**config.mk**
```make
export PLATFORM = sky130hd
export DESIGN_NAME = seg7_scan_ctrl
export DESIGN_NICKNAME = d
export VERILOG_FILES = /design/src/rtl/seg7_scan_ctrl.sv
export SDC_FILE = /design/constraint.sdc
export NUM_CORES = 1
export LEC_CHECK = 0
export ABC_AREA = 1
export CORE_MARGIN = 1
export CORE_UTILIZATION = 35
export DETAILED_ROUTE_END_ITERATION = 12
export PLACE_DENSITY = 0.5
export SYNTH_ARGS = -nofsm -noshare
export SYNTH_HDL_FRONTEND = slang
export SYNTH_SLANG_ARGS = --single-unit
```
**constraint.sdc**
```tcl
create_clock -name clk -period 5 [get_ports clk]
set_input_delay 0.5 -clock clk [delete_from_list [all_inputs] [get_ports clk]]
set_output_delay 0.5 -clock clk [all_outputs]
set_load 0.02 [all_outputs]
```
**src/rtl/seg7_scan_ctrl.sv**
```systemverilog
// rtl/seg7_scan_ctrl.sv - multiplexed 7-segment scan controller
// Shadow/active digit registers; the active copy only changes at a frame boundary.
module seg7_scan_ctrl #(
   parameter int W_DIGIT      = 8,
   parameter int DWELL_CYCLES = 5000,
   parameter int BLANK_CYCLES = 100
) (
   input  logic               clk,
   input  logic               rst,
   input  logic               wr_valid,
   output logic               wr_ready,
   input  logic [2:0]         wr_idx,
   input  logic [4:0]         wr_char,
   input  logic               wr_dp,
   input  logic               commit,
   input  logic [W_DIGIT-1:0] digit_en,
   output logic [7:0]         abcdefgh,
   output logic [W_DIGIT-1:0] digit,
   output logic               frame_done
);

   localparam int MAXC = (DWELL_CYCLES > BLANK_CYCLES) ? DWELL_CYCLES : BLANK_CYCLES;
   localparam int CW   = (MAXC > 1) ? $clog2(MAXC) : 1;
   localparam logic [CW-1:0] DWELL_LOAD  = CW'(DWELL_CYCLES - 1);
   localparam logic [CW-1:0] BLANK_LOAD  = (BLANK_CYCLES == 0) ? '0 : CW'(BLANK_CYCLES - 1);
   localparam logic [2:0]    PTR_LAST    = 3'(W_DIGIT - 1);
   localparam logic [5:0]    BLANK_GLYPH = 6'h1F;

   typedef enum logic {S_BLANK, S_ON} state_t;

   state_t             state, state_n;
   logic [CW-1:0]      cnt, cnt_n;
   logic [2:0]         ptr, ptr_n;
   logic               enter_on;
   logic               wrap;
   logic               copy;
   logic               pending;
   logic               wr_fire;
   logic [5:0]         shadow   [W_DIGIT];
   logic [5:0]         active   [W_DIGIT];
   logic [5:0]         active_n [W_DIGIT];
   logic [5:0]         glyph_n;
   logic [W_DIGIT-1:0] onehot_n;
   logic [W_DIGIT-1:0] digit_d;
   logic [7:0]         seg_d;

   // glyph = {dp, char}
   function automatic logic [7:0] encode(input logic [4:0] ch, input logic dp);
      logic [7:0] seg;
      case (ch)
         5'd0:    seg = 8'hFC;
         5'd1:    seg = 8'h60;
         5'd2:    seg = 8'hDA;
         5'd3:    seg = 8'hF2;
         5'd4:    seg = 8'h66;
         5'd5:    seg = 8'hB6;
         5'd6:    seg = 8'hBE;
         5'd7:    seg = 8'hE0;
         5'd8:    seg = 8'hFE;
         5'd9:    seg = 8'hF6;
         5'd10:   seg = 8'hEE;
         5'd11:   seg = 8'h3E;
         5'd12:   seg = 8'h9C;
         5'd13:   seg = 8'h7A;
         5'd14:   seg = 8'h9E;
         5'd15:   seg = 8'h8E;
         5'd16:   seg = 8'hB6;
         5'd17:   seg = 8'h1C;
         5'd18:   seg = 8'h02;
         default: seg = 8'h00;
      endcase
      return {seg[7:1], seg[0] | dp};
   endfunction

   assign wrap    = (state == S_ON) && (cnt == '0) && (ptr == PTR_LAST);
   assign copy    = wrap && pending;
   assign wr_fire = wr_valid && wr_ready;

   always_ff @(posedge clk) begin
      if (rst) begin
         state <= S_BLANK;
         cnt   <= BLANK_LOAD;
         ptr   <= '0;
      end else begin
         state <= state_n;
         cnt   <= cnt_n;
         ptr   <= ptr_n;
      end
   end

   always_comb begin
      state_n  = state;
      cnt_n    = cnt - 1'b1;
      ptr_n    = ptr;
      enter_on = 1'b0;
      if (cnt == '0) begin
         case (state)
            S_BLANK: begin
               state_n  = S_ON;
               cnt_n    = DWELL_LOAD;
               enter_on = 1'b1;
            end
            default: begin
               ptr_n = (ptr == PTR_LAST) ? 3'd0 : ptr + 3'd1;
               if (BLANK_CYCLES == 0) begin
                  cnt_n    = DWELL_LOAD;
                  enter_on = 1'b1;
               end else begin
                  state_n = S_BLANK;
                  cnt_n   = BLANK_LOAD;
               end
            end
         endcase
      end
   end

   // Slot outputs are captured once on entry to ON so digit_en is sampled per slot.
   always_comb begin
      onehot_n = '0;
      glyph_n  = '0;
      for (int i = 0; i < W_DIGIT; i++) begin
         active_n[i] = copy ? shadow[i] : active[i];
         if (ptr_n == 3'(i)) begin
            onehot_n[i] = 1'b1;
            glyph_n     = active_n[i];
         end
      end
      digit_d = digit;
      seg_d   = abcdefgh;
      if (state_n == S_BLANK) begin
         digit_d = '0;
         seg_d   = '0;
      end else if (enter_on) begin
         digit_d = digit_en & onehot_n;
         seg_d   = encode(glyph_n[4:0], glyph_n[5]);
      end
   end

   always_ff @(posedge clk) begin
      if (rst) begin
         pending    <= 1'b0;
         wr_ready   <= 1'b1;
         digit      <= '0;
         abcdefgh   <= '0;
         frame_done <= 1'b0;
         for (int i = 0; i < W_DIGIT; i++) begin
            shadow[i] <= BLANK_GLYPH;
            active[i] <= BLANK_GLYPH;
         end
      end else begin
         if (copy)
            pending <= 1'b0;
         else if (commit)
            pending <= 1'b1;
         wr_ready   <= copy || (!pending && !commit);
         digit      <= digit_d;
         abcdefgh   <= seg_d;
         frame_done <= wrap;
         for (int i = 0; i < W_DIGIT; i++) begin
            active[i] <= active_n[i];
            if (wr_fire && (wr_idx == 3'(i)))
               shadow[i] <= {wr_dp, wr_char};
         end
      end
   end

endmodule

```
After elaboration in Yosys (flattened, before gate mapping)
Memories as Yosys holds them, arrays and structs flattened. A register that Yosys moved wholly into a read port is not among the register bits.
Cells that the tools add are included.
{ "totals": {"ff_bits": 36, "output_inout_bits": 18, "romBits": 224, "ramBits": 96, "n_memories": 3, "wordCells": 145, "latchBits": 0, "inputBits": 21} }
{ "op_classes": {"n_bitwise": 19, "div_mod_pow": 0, "magnitude_cmp": 0, "reduce_logical": 21, "addsub": 2, "n_shift": 0, "eq_ne": 15, "muxes": 77, "n_mul": 0} }
{ "mem_list": {"columns": ["name", "depth", "word_bits", "rd", "rd_clocked_by_memory_dff", "wr", "line", "text"], "rows": [
  ["(name not given)", 32, 7, 1, 1, 0, "50", "case (ch)"],
  ["active", 8, 6, 8, 0, 8, "40", "logic [5:0] active [W_DIGIT];"],
  ["shadow", 8, 6, 8, 0, 8, "39", "logic [5:0] shadow [W_DIGIT];"]
]} }
{ "op_table": {"columns": ["cell", "count"], "rows": [
  ["6-bit two-way mux", 32],
  ["1-bit two-way mux", 38],
  ["3-bit == test (second input constant)", 9],
  ["13-bit two-way mux", 2],
  ["1-bit bitwise OR", 17],
  ["8-bit two-way mux", 2],
  ["1-bit logical AND", 13],
  ["13-bit logical NOT", 1],
  ["13-bit by 1-bit subtractor with 13-bit output (second input constant)", 1],
  ["3-bit by 2-bit == test with 1-bit output (second input constant)", 4],
  ["3-bit two-way mux", 3],
  ["8-bit bitwise AND", 1],
  ["3-bit by 1-bit == test with 1-bit output (second input constant)", 2],
  ["3-bit logical NOT", 2],
  ["2-bit OR reduction", 2],
  ["3-bit by 1-bit adder with 3-bit output (second input constant)", 1],
  ["1-bit logical NOT", 2],
  ["1-bit logical OR", 1],
  ["1-bit NOT", 1]
]} }

Logic depth before layout (Yosys ltp)
Gate-level depths: netlist of run 1.
{ "depth": {"depth_word": 14, "depth_mapped": 25, "mapped_depth_nobuf": 24} }

Worst setup path after synthesis of run 1
Ideal clock, no wire load.
{ "synth_path": {"path_kind": "register to register", "startpoint": "register ptr[0]", "endpoint": "register abcdefgh[6]", "setup_time_ns": 0.118, "t_arrival_ns": 2.701, "path_stages_with_launch": 24, "path_slack_ns": 2.181, "required_ns": 4.882, "path_buffers": 1, "synth_period_minus_slack_ns": 2.819, "path_cell_list": "dfxtp_1 > ha_1 > ha_1 > buf_2 > inv_1 > nand3_1 > nand2_1 > nand3_1 > nand2_4 > inv_4 > nand2_2 > nor2_2 > nand2_1 > nand3_1 > nor2_1 > nand4_1 > nand2_1 > inv_1 > ha_1 > nand3b_1 > nand2_1 > inv_2 > nand2_1 > a21oi_1"} }
{ "synth_via": {"elab_chain_len": 13, "word_cells_on_any_way": 31, "classes_between": "1 x add/sub; 8 x eq/ne; 19 x mux; 3 x reduce/logical"} }
{ "synth_rtl": {"columns": ["element", "line", "text"], "rows": [
  ["from (decl)", "33", "logic [2:0] ptr, ptr_n;"],
  ["from (signal assigned)", "87", "ptr <= ptr_n;"],
  ["3-bit by 1-bit adder with 3-bit output / 3-bit == test (equally long branches)", "104, 75", null],
  ["3-bit two-way mux", "104", "ptr_n = (ptr == PTR_LAST) ? 3'd0 : ptr + 3'd1;"],
  ["3-bit two-way mux", "97", "case (state)"],
  ["3-bit two-way mux", "96", "if (cnt == '0) begin"],
  ["3-bit logical NOT", "123", "if (ptr_n == 3'(i)) begin"],
  ["6-bit two-way mux (7 in series)", "123", null],
  ["6-bit two-way mux (*)", "123", null],
  ["to (decl)", "17", "output logic [7:0] abcdefgh,"]
]} }
Every way passes the cells marked *; elsewhere a longest branch is shown, timed or not.
A chain may end at the register's enable or synchronous reset.

Worst setup path after layout of run 1
{ "layout_path": {"startpoint": "register ptr[0]", "endpoint": "register abcdefgh[4]"} }
The elaborated chain is that of the path after synthesis.

==> results of run 1 <==
==> report_power, final <==
group | switching (mW) | internal [mW]
combinational | 0.0530 | 0.0263
sequential | 0.0107 | 1.13
clock | 0.472 | 0.850
total | 0.536 | 2.01
==> worst max path at each step <==
| stage | start | endpoint | slack (ns) | cells after the start |
|---|---|---|---|---|
| final | ptr[0] | abcdefgh[4] | 1.54 | 19 |
| after global routing | ptr[0] | abcdefgh[7] | 1.11 | 19 |
| after CTS | ptr[0] | abcdefgh[4] | 1.56 | 19 |
| after detailed placement | ptr[0] | abcdefgh[4] | 1.57 | 19 |
| after global placement | ptr[0] | abcdefgh[6] | 1.67 | 19 |
| after floorplan | ptr[0] | abcdefgh[6] | 2.18 | 23 |
==> critical path, delay by kind of cell, from the launching register on <==
| kind | cells | cell delay [ns] |
|---|---|---|
| buffers and inverters | 2 | 0.31 |
| AOI/OAI and AO/OA | 1 | 0.11 |
| and+or+nand+nor | 13 | 1.73 |
| adders and majority gates | 3 | 0.84 |
| DFF | 1 | 0.38 |
==> flip-flops by register name (all words and copies together), names as in the netlist <==
signal      count
frame_done      1
ptr             3
active         48
shadow         48
wr_ready        1
digit           8
abcdefgh        8
cnt            13
pending         1
state           1
==> area by class of cell <==
cell class                 instances  area, sq um  area share
clock buffer                      20          447      0.0601
clock inverter                    12          180      0.0242
inverter                          68          264      0.0355
multi-input combinational        550         2730       0.367
sequential                       132         3120       0.420
tap                              225          282      0.0379
timing repair buffer              42          410      0.0552
==> metal layers <==
layer	vias up	wire length (um)	global-route usage	share of wire
li1	2563	-	-	-
met4	0	416	0.0886	0.027
met2	115	6910	0.283	0.44
met5	-	0	0	0
met3	29	659	0.0367	0.042
met1	2289	7690	0.246	0.49
==> kinds of logic (layout without fill, tap and decap cells) <==
family          count (synthesis)  after routing  share of synthesized area
fa+ha+maj                      11             11                     0.0221
compound gates                 63             63                     0.0573
simple gates                  460            460                      0.335
xor+xnor                        8              8                     0.0113
buf+inv                        88            142                     0.0597
flops                         132            132                      0.502
mux                             8              8                     0.0129
==> metrics by stage <==
stage | cell area, sq um | utilization
final | 7430 | 0.428
after global routing | 7430 | 0.428
after CTS | 7430 | 0.428
after detailed placement | 6810 | 0.392
after global placement | 6810 | 0.392
after floorplan | 6220 | -
==> cell usage in the layout (no fill, tap or decap), drive strengths merged, types with 8 or more instances in the layout <==
cell	instances
clkbuf	20
inv	65
ha	11
clkinv	9
mux2i	8
clkdlybuf4s50	38
edfxtp	48
o21ai	26
nand3	52
nor3	12
a21oi	29
dfxtp	84
nor2	107
nand2	269
nand4	13
==> impl_metrics.json, run 1 <==
{
  "min_period_over_period": 0.693,
  "r2r-start": "ptr[0]",
  "r2r.worst_path.cells": 19,
  "drcViolationCount": 0,
  "grt_pass1_wl_mm": 25.2,
  "finalHoldViolations": 0,
  "synth_flop_cell": "dfxtp_1",
  "critPathRequiredTime_ns": 5.35,
  "hold_path_depth": 1,
  "die_height_um": 135,
  "synth.area.top_cells": "dfxtp_1 27%, edfxtp_1 23%, nand2_1 15%",
  "min_path_type": "register to register",
  "cts.path.max_buffers": 2,
  "syn_area_per_cell_sq_um": 8.08,
  "status": "finished, final reports clean",
  "wl_per_cell_um": 14.9,
  "p_leak_nw": 2.98,
  "hold_end": "cnt[0]",
  "cts_num_sinks": 132,
  "min_period_ns": 3.46,
  "rows": 48,
  "diodes": 0,
  "crit_fanout": 26,
  "rsz0062_at_grt": "false",
  "worst_slack_ns": 1.54,
  "instances_no_fill": 1049,
  "vias": 4996,
  "worstSetupStartpointType": "register",
  "cts_root_buf": "clkbuf_16",
  "min_from": "cnt[0]",
  "clkTransAtPathRegs_ns": 0.05,
  "maxSlewHeadroom": 0.175,
  "gp_congestion": 0.850,
  "ioPinCount": 39,
  "area_growth_pct": 19.5,
  "ir_drop_v": 0.000200,
  "dp.cells": 1017,
  "syn-cell-area_sq_um": 6220,
  "r2r_slack_ns": 1.54,
  "synth-seq-cells": 132,
  "cts_buffers": 17,
  "viasPerCell": 4.76,
  "synthDistinctLibCells": 45,
  "drt_pass1_iterations": 4,
  "setup_viol": 0,
  "fp.dieArea_sq_um": 18300,
  "die_x_um": 135,
  "cp_slowest_cell": "ha_1",
  "worstPathArrival_ns": 3.81,
  "slew_violations": 0,
  "async_reset_ff_frac": 0,
  "yosysTopAreaCell": "dfxtp_1",
  "worst_pin_slew_ns": 1.22,
  "criticalPathCategory": "register to register",
  "max_freq_mhz": 289,
  "p_per_area_nw_per_um2": 342,
  "syn_inst": 770,
  "worstSkewPairLatency_ns": 0.42,
  "grt_start_max_net_pins": 53,
  "yosysTopAreaCellShare": 0.270,
  "yosysWarningCount": 0,
  "fin_skew_ns": 0.00852,
  "core_area_sq_um": 17400,
  "yosysMostFrequentCell": "nand2_1",
  "maxCapViolations": 0,
  "worst_path_largest_cell_delay_ns": 0.39,
  "postCtsSetupBuffers": 0,
  "synth_edf_count": 48,
  "crit_chain": "ha_1 > ha_1 > inv_1 > nor2_2 > nand2_2 > nor2_1 > nor2_1 > nand2_1 > nand3_1 > nor2_1 > nand4_1 > nand2_1 > inv_1 > ha_1 > nand3_1 > nand3_1 > nand2_1 > nand2_1 > a21oi_1",
  "grt_pass1_vias": 4806,
  "fill_cells": 1777,
  "crit_top_cell": "nand2_1",
  "ant_nets": 0,
  "htree_levels": 4,
  "drive_gt1_frac": 0.115,
  "grt_antenna_before_repair": 0,
  "cts_hold_buf": 0,
  "ys_top_cells_by_count": "252 x nand2_1, 89 x nor2_1, 84 x dfxtp_1",
  "port_buffers": 38,
  "initial_core_util": 0.358,
  "grt_overflow": 0,
  "drt_iter0_markers": 342,
  "track_usage": 0.184,
  "r2r-end": "abcdefgh[4]",
  "whs_ns": 0.389,
  "fin_nets": 843,
  "routed_wl_mm": 15.7,
  "ys_seq_area_frac": 0.502,
  "worst_setup_path_end_kind": "register",
  "post-place-ws_ns": 1.57,
  "setup_tns_ns": 0,
  "cts_resized": 0,
  "fin_total_pwr_mw": 2.54,
  "synth_nets": 802,
  "cts_tree": "built",
  "dp_hpwl_mm": 11.4
}
No activity file was read; power rests on OpenSTA's default activity.
==> run 2: changes to the inputs <==
Settings changed: PLACE_DENSITY 0.5 to 0.52.
Clock period 5 ns to 2.9 ns, I/O delays scaled along.
==> run 2 against run 1 <==
  * Register-to-register slack worse by 1.4 ns
  * Global-route usage up 0.30 points
  * Core utilization rose by 3.7 points
  * Sequential power increased by 73%
  * Cell area increased by 8.7%
  * Total power grew 69%
  * Clock power increased by 64%
  * Worst setup slack lost 1.4 ns
  * Critical endpoint is now abcdefgh[2]
==> impl_metrics.json, run 2 (synthesized netlist as in run 1, its figures left out) <==
{
  "min_period_over_period": 0.958,
  "gp_congestion": 0.845,
  "min_path_type": "register to register",
  "r2r-start": "ptr[1]",
  "fin_nets": 892,
  "cts_root_buf": "clkbuf_16",
  "cp_slowest_cell": "dfxtp_4",
  "setup_tns_ns": 0,
  "fin_skew_ns": 0.0112,
  "setup_viol": 0,
  "min_from": "cnt[0]",
  "ant_nets": 0,
  "multi_input_area_sq_um": 2990,
  "crit_top_cell": "nand2_1",
  "worstPathArrival_ns": 3.13,
  "hold_end": "cnt[0]",
  "fin_area_sq_um": 8080,
  "grt_antenna_before_repair": 0,
  "crit_fanout": 6,
  "r2r-end": "abcdefgh[2]",
  "initial_core_util": 0.358,
  "port_buffers": 38,
  "track_usage": 0.187,
  "cts.path.max_buffers": 2,
  "worstSetupStartpointType": "register",
  "final_cell_mix": "239 x nand2_1, 83 x nor2_1, 78 x dfxtp_1, 48 x inv_1, 48 x edfxtp_1",
  "wl_per_cell_um": 15.1,
  "r2r_slack_ns": 0.12,
  "worst_setup_path_end_kind": "register",
  "crit_chain": "ha_4 > ha_4 > inv_4 > nand3_1 > nand2_1 > nand3_2 > nand2_4 > inv_4 > nand3_1 > inv_2 > a21oi_1 > nand4_1 > nand2_1 > nand2_2 > buf_6 > ha_4 > inv_2 > nand2_2 > nand2_1 > nand2_1 > nand2_1 > nand2_1 > a21oi_2",
  "vias": 5207,
  "dp_hpwl_mm": 12.0,
  "p_per_area_nw_per_um2": 531,
  "max_freq_mhz": 360,
  "grt_pass1_vias": 5002,
  "worst_pin_slew_ns": 1.11,
  "min_period_ns": 2.78,
  "crit_path_start": "ptr[1]",
  "diodes": 0,
  "drive_gt1_frac": 0.218,
  "clkTransAtPathRegs_ns": 0.06,
  "cts_buffers": 17,
  "worstSkewPairLatency_ns": 0.42,
  "cts_tree": "built",
  "drt_iter0_markers": 356,
  "r2r.worst_path.cells": 23,
  "maxCapViolations": 0,
  "critPathRequiredTime_ns": 3.25,
  "seqCellArea_sq_um": 3130,
  "grt_start_max_net_pins": 32,
  "htree_levels": 4,
  "drcViolationCount": 0,
  "fp.dieArea_sq_um": 18300,
  "drt_pass1_iterations": 5,
  "viasPerCell": 4.74,
  "area_growth_pct": 29.9,
  "fill_cells": 1723,
  "maxSlewHeadroom": 0.252,
  "criticalPathCategory": "register to register",
  "grt_pass1_wl_mm": 25.8,
  "rows": 48,
  "ir_drop_v": 0.000374,
  "slew_violations": 0,
  "ioPinCount": 39,
  "p_leak_nw": 3.23,
  "routed_wl_mm": 16.5,
  "reg_top3": "active: 48 flops, shadow: 48 flops, cnt: 13 flops",
  "rsz0062_at_grt": "true",
  "core_area_sq_um": 17400,
  "whs_ns": 0.400,
  "worst_path_largest_cell_delay_ns": 0.36,
  "die_x_um": 135,
  "cts_num_sinks": 132,
  "utilization": 0.466,
  "status": "finished, final reports clean",
  "hold_path_depth": 1,
  "final_common_cell": "nand2_1",
  "die_height_um": 135,
  "grt_overflow": 0,
  "post_dp_cell_area_sq_um": 7060,
  "finalHoldViolations": 0
}
run 2: changes by cell type in the layout (fill, tap and decap cells not counted), sizes merged:
cell,previous run,this run
bufinv,4,3
buf,4,52
inv,65,63
clkinv,9,11
clkbuf,20,22
nand2,269,270
clkinvlp,2,1
run 2: how the worst max path moves through the flow:
stage | end | slack, ns | depth (start not counted)
floorplan | abcdefgh[6] | 0.08 | 23
global placement | abcdefgh[6] | 0.02 | 22
detailed placement | abcdefgh[2] | -0.05 | 23
CTS | abcdefgh[2] | 0.009 | 23
finish | abcdefgh[2] | 0.12 | 23
global route | abcdefgh[2] | -0.05 | 25
run 2: what timing repair did:
| item | 4_1_cts | 5_1_grt |
|---|---|---|
| gates resized for setup | 3 | 76 |
| hold buffers | 0 | 0 |
| pin swaps | 1 | 42 |
| setup endpoints to repair | 7 | 7 |
| cloned | 0 | 1 |
| buffers inserted | 0 | 18 |
run 2: cell type report:
class	count	area share
well taps	225	0.0348
repair buffers	90	0.100
clock buffers	22	0.0562
clock inverters	10	0.0166
multi-input cells	551	0.370
inverters	68	0.0339
flip-flops and latches	132	0.388
run 2: worst max-delay path, delay by kind of cell, from the launching register on:
| kind | cells | cell delay (ns) |
|---|---|---|
| buffers and inverters | 5 | 0.42 |
| flip-flops | 1 | 0.36 |
| AO/OA/AOI/OAI | 2 | 0.29 |
| AND/OR/NAND/NOR | 13 | 1.14 |
| adder cells (fa/ha/maj) | 3 | 0.50 |
run 2: power breakdown:
part	internal, mW	total (mW)	switching (mW)
Combinational	0.0550	0.155	0.0996
Clock	1.37	2.17	0.799
Sequential	1.95	1.97	0.0175
run 2: metrics by stage:
step,setup WS (ns),total power [mW],std cells
after global placement,0.0196,2.15,1047
after floorplan,0.0812,2.07,770
after CTS,0.00872,4.31,1079
after detailed placement,-0.0499,2.15,1047
after global routing,-0.0506,4.41,1098
final,0.122,4.29,1098
run 2: per-layer routing:
metal,vias to the layer above,GRT usage,wire [um],share of wire
li1,2667,-,-,-
met1,2420,0.252,8130,0.49
met2,106,0.301,7710,0.47
met3,14,0.0363,520,0.031
met4,0,0.0581,174,0.011
met5,-,0,0,0
==> run 3: changes to the inputs <==
Settings changed: CTS_BUF_LIST set to sky130_fd_sc_hd__clkbuf_8.
==> run 3 against run 2 <==
  * Sequential share of layout area grew 0.75 points
  * Global-route usage hardly changed
  * Cell area is 1.8% lower
  * Worst setup slack got worse by 0.0070 ns
  * Sequential power about the same
  * First-iteration DRC count rose by 1.7%
  * Fmax down 0.25%
  * Critical path depth grew 2
  * Total power down 14%
  * Combinational power is essentially flat
  * Routed wire length barely moved
==> impl_metrics.json, run 3 (synthesized netlist as in run 1, its figures left out) <==
{
  "status": "finished, final reports clean",
  "rows": 48,
  "finalHoldViolations": 0,
  "routed_wl_mm": 16.5,
  "criticalPathCategory": "register to register",
  "ioPinCount": 39,
  "cts.path.max_buffers": 2,
  "fp.dieArea_sq_um": 18300,
  "fin_nets": 894,
  "area_growth_pct": 27.5,
  "vias": 5233,
  "p_per_area_nw_per_um2": 466,
  "worstPathArrival_ns": 3.16,
  "worst_pin_slew_ns": 1.11,
  "diodes": 0,
  "worst_setup_path_end_kind": "register",
  "dp_hpwl_mm": 12.0,
  "grt_overflow": 0,
  "gp_congestion": 0.845,
  "swShare": 0.227,
  "cts_root_buf": "clkbuf_8",
  "fin_skew_ns": 0.0154,
  "wl_met3_um": 673,
  "track_usage": 0.187,
  "grt_pass1_vias": 5002,
  "internal_power_mw": 2.86,
  "rsz0062_at_grt": "true",
  "grt_start_max_net_pins": 32,
  "reg_top3": "active: 48 flops, shadow: 48 flops, cnt: 13 flops",
  "fill_cells": 1734,
  "maxCapViolations": 0,
  "drt_iter0_markers": 362,
  "die_height_um": 135,
  "clkTransAtPathRegs_ns": 0.08,
  "ir_drop_v": 0.000256,
  "share_seq_of_total_power": 0.532,
  "min_path_type": "input port to register",
  "cts_buffers": 17,
  "pwr-share-comb": 0.042,
  "final_common_cell": "nand2_1",
  "grt_pass1_wl_mm": 25.8,
  "min_period_ns": 2.78,
  "critPathRequiredTime_ns": 3.28,
  "setup_viol": 0,
  "crit_fanout": 6,
  "port_buffers": 38,
  "maxSlewHeadroom": 0.252,
  "wl_per_cell_um": 15.0,
  "worst_slack_ns": 0.115,
  "worstSkewPairLatency_ns": 0.45,
  "dr_wl_met2_mm": 7.62,
  "power.switching_mw": 0.839,
  "die_x_um": 135,
  "cts_tree": "built",
  "post_dp_cell_area_sq_um": 7060,
  "p_leak_nw": 3.16,
  "slew_violations": 0,
  "max_freq_mhz": 359,
  "clkPwrFrac": 0.427,
  "min_period_over_period": 0.960,
  "ant_nets": 0,
  "core_area_sq_um": 17400,
  "htree_levels": 4,
  "cts_num_sinks": 132,
  "utilization": 0.457,
  "fin_area_sq_um": 7940,
  "drive_gt1_frac": 0.225,
  "drcViolationCount": 0,
  "cts_hold_buf": 0,
  "viasPerCell": 4.76,
  "final_cell_mix": "239 x nand2_1, 82 x nor2_1, 76 x dfxtp_1, 52 x inv_1",
  "worstSetupStartpointType": "register",
  "grt_antenna_before_repair": 0,
  "post-place-ws_ns": -0.0499,
  "top_layer": "met4",
  "wl_met1_mm": 8.03,
  "initial_core_util": 0.358,
  "drt_pass1_iterations": 7
}
[run 3: layout make-up]
cell class / count / area, sq um / share of cell area
Tap cell: 225 / 282 / 0.0355
Multi-Input combinational cell: 551 / 3010 / 0.380
Sequential cell: 132 / 3140 / 0.395
Clock buffer: 18 / 248 / 0.0312
Clock inverter: 14 / 149 / 0.0188
Timing Repair Buffer: 92 / 826 / 0.104
Inverter: 68 / 284 / 0.0358
[run 3: power groups by stage]
| stage | combinational [mW] | sequential (mW) | clock (mW) |
|---|---|---|---|
| final | 0.154 | 1.97 | 1.58 |
| after global routing | 0.170 | 1.97 | 1.69 |
| after CTS | 0.146 | 1.96 | 1.61 |
| after detailed placement | 0.145 | 2.01 | 0 |
| after global placement | 0.144 | 2.01 | 0 |
| after floorplan | 0.0740 | 2.00 | 0 |
[run 3: metal layers]
layer | GRT usage | vias up
li1 | - | 2672
met1 | 0.251 | 2431
met2 | 0.301 | 115
met3 | 0.0441 | 15
met4 | 0.0506 | 0
met5 | 0 | -
[run 3: timing repair]
| action | CTS | global route |
|---|---|---|
| gates resized for setup | 6 | 83 |
| gates cloned | 0 | 1 |
| pin swaps | 1 | 41 |
| endpoints found under the setup margin | 7 | 7 |
| buffers inserted | 0 | 20 |
[run 3: path summary, 6_finish.rpt]
check / start / endpoint / slack (ns) / cells after the start
max: cnt[1] / abcdefgh[2] / 0.12 / 25
min reg2reg: cnt[0] / cnt[0] / 0.41 / 1
min: digit_en[0] / digit[0] / 0.41 / 3
max reg2reg: cnt[1] / abcdefgh[2] / 0.12 / 25
[run 3: worst max-delay path, stage by stage, from the launching register on]
cell     delay [ns]
dfxtp_2        0.33
inv_2          0.07
ha_4           0.14
buf_6          0.10
nand2_4        0.05
nor2_4         0.16
nand2_4        0.14
nor2_8         0.17
nand3_4        0.12
nand2_2        0.10
nand2_2        0.05
nand2_2        0.07
nand2_2        0.06
nor2_2         0.10
nand4_1        0.11
nand2_1        0.12
nand2_2        0.09
buf_6          0.14
ha_4           0.16
inv_2          0.05
nand2_2        0.05
nand2_1        0.06
nand2_1        0.04
nand2_1        0.05
nand2_1        0.06
a21oi_2        0.12
[run 3: stage by stage]
step | power [mW] | instances | TNS (ns) | hold slack, ns
6_report | 3.70 | 1100 | 0 | 0.407
5_1_grt | 3.82 | 1100 | -0.351 | 0.384
4_1_cts | 3.72 | 1079 | 0 | 0.391
3_5_place_dp | 2.15 | 1047 | -0.207 | 0.377
3_3_place_gp | 2.15 | 1047 | 0 | 0.375
2_1_floorplan | 2.07 | 770 | 0 | 0.365
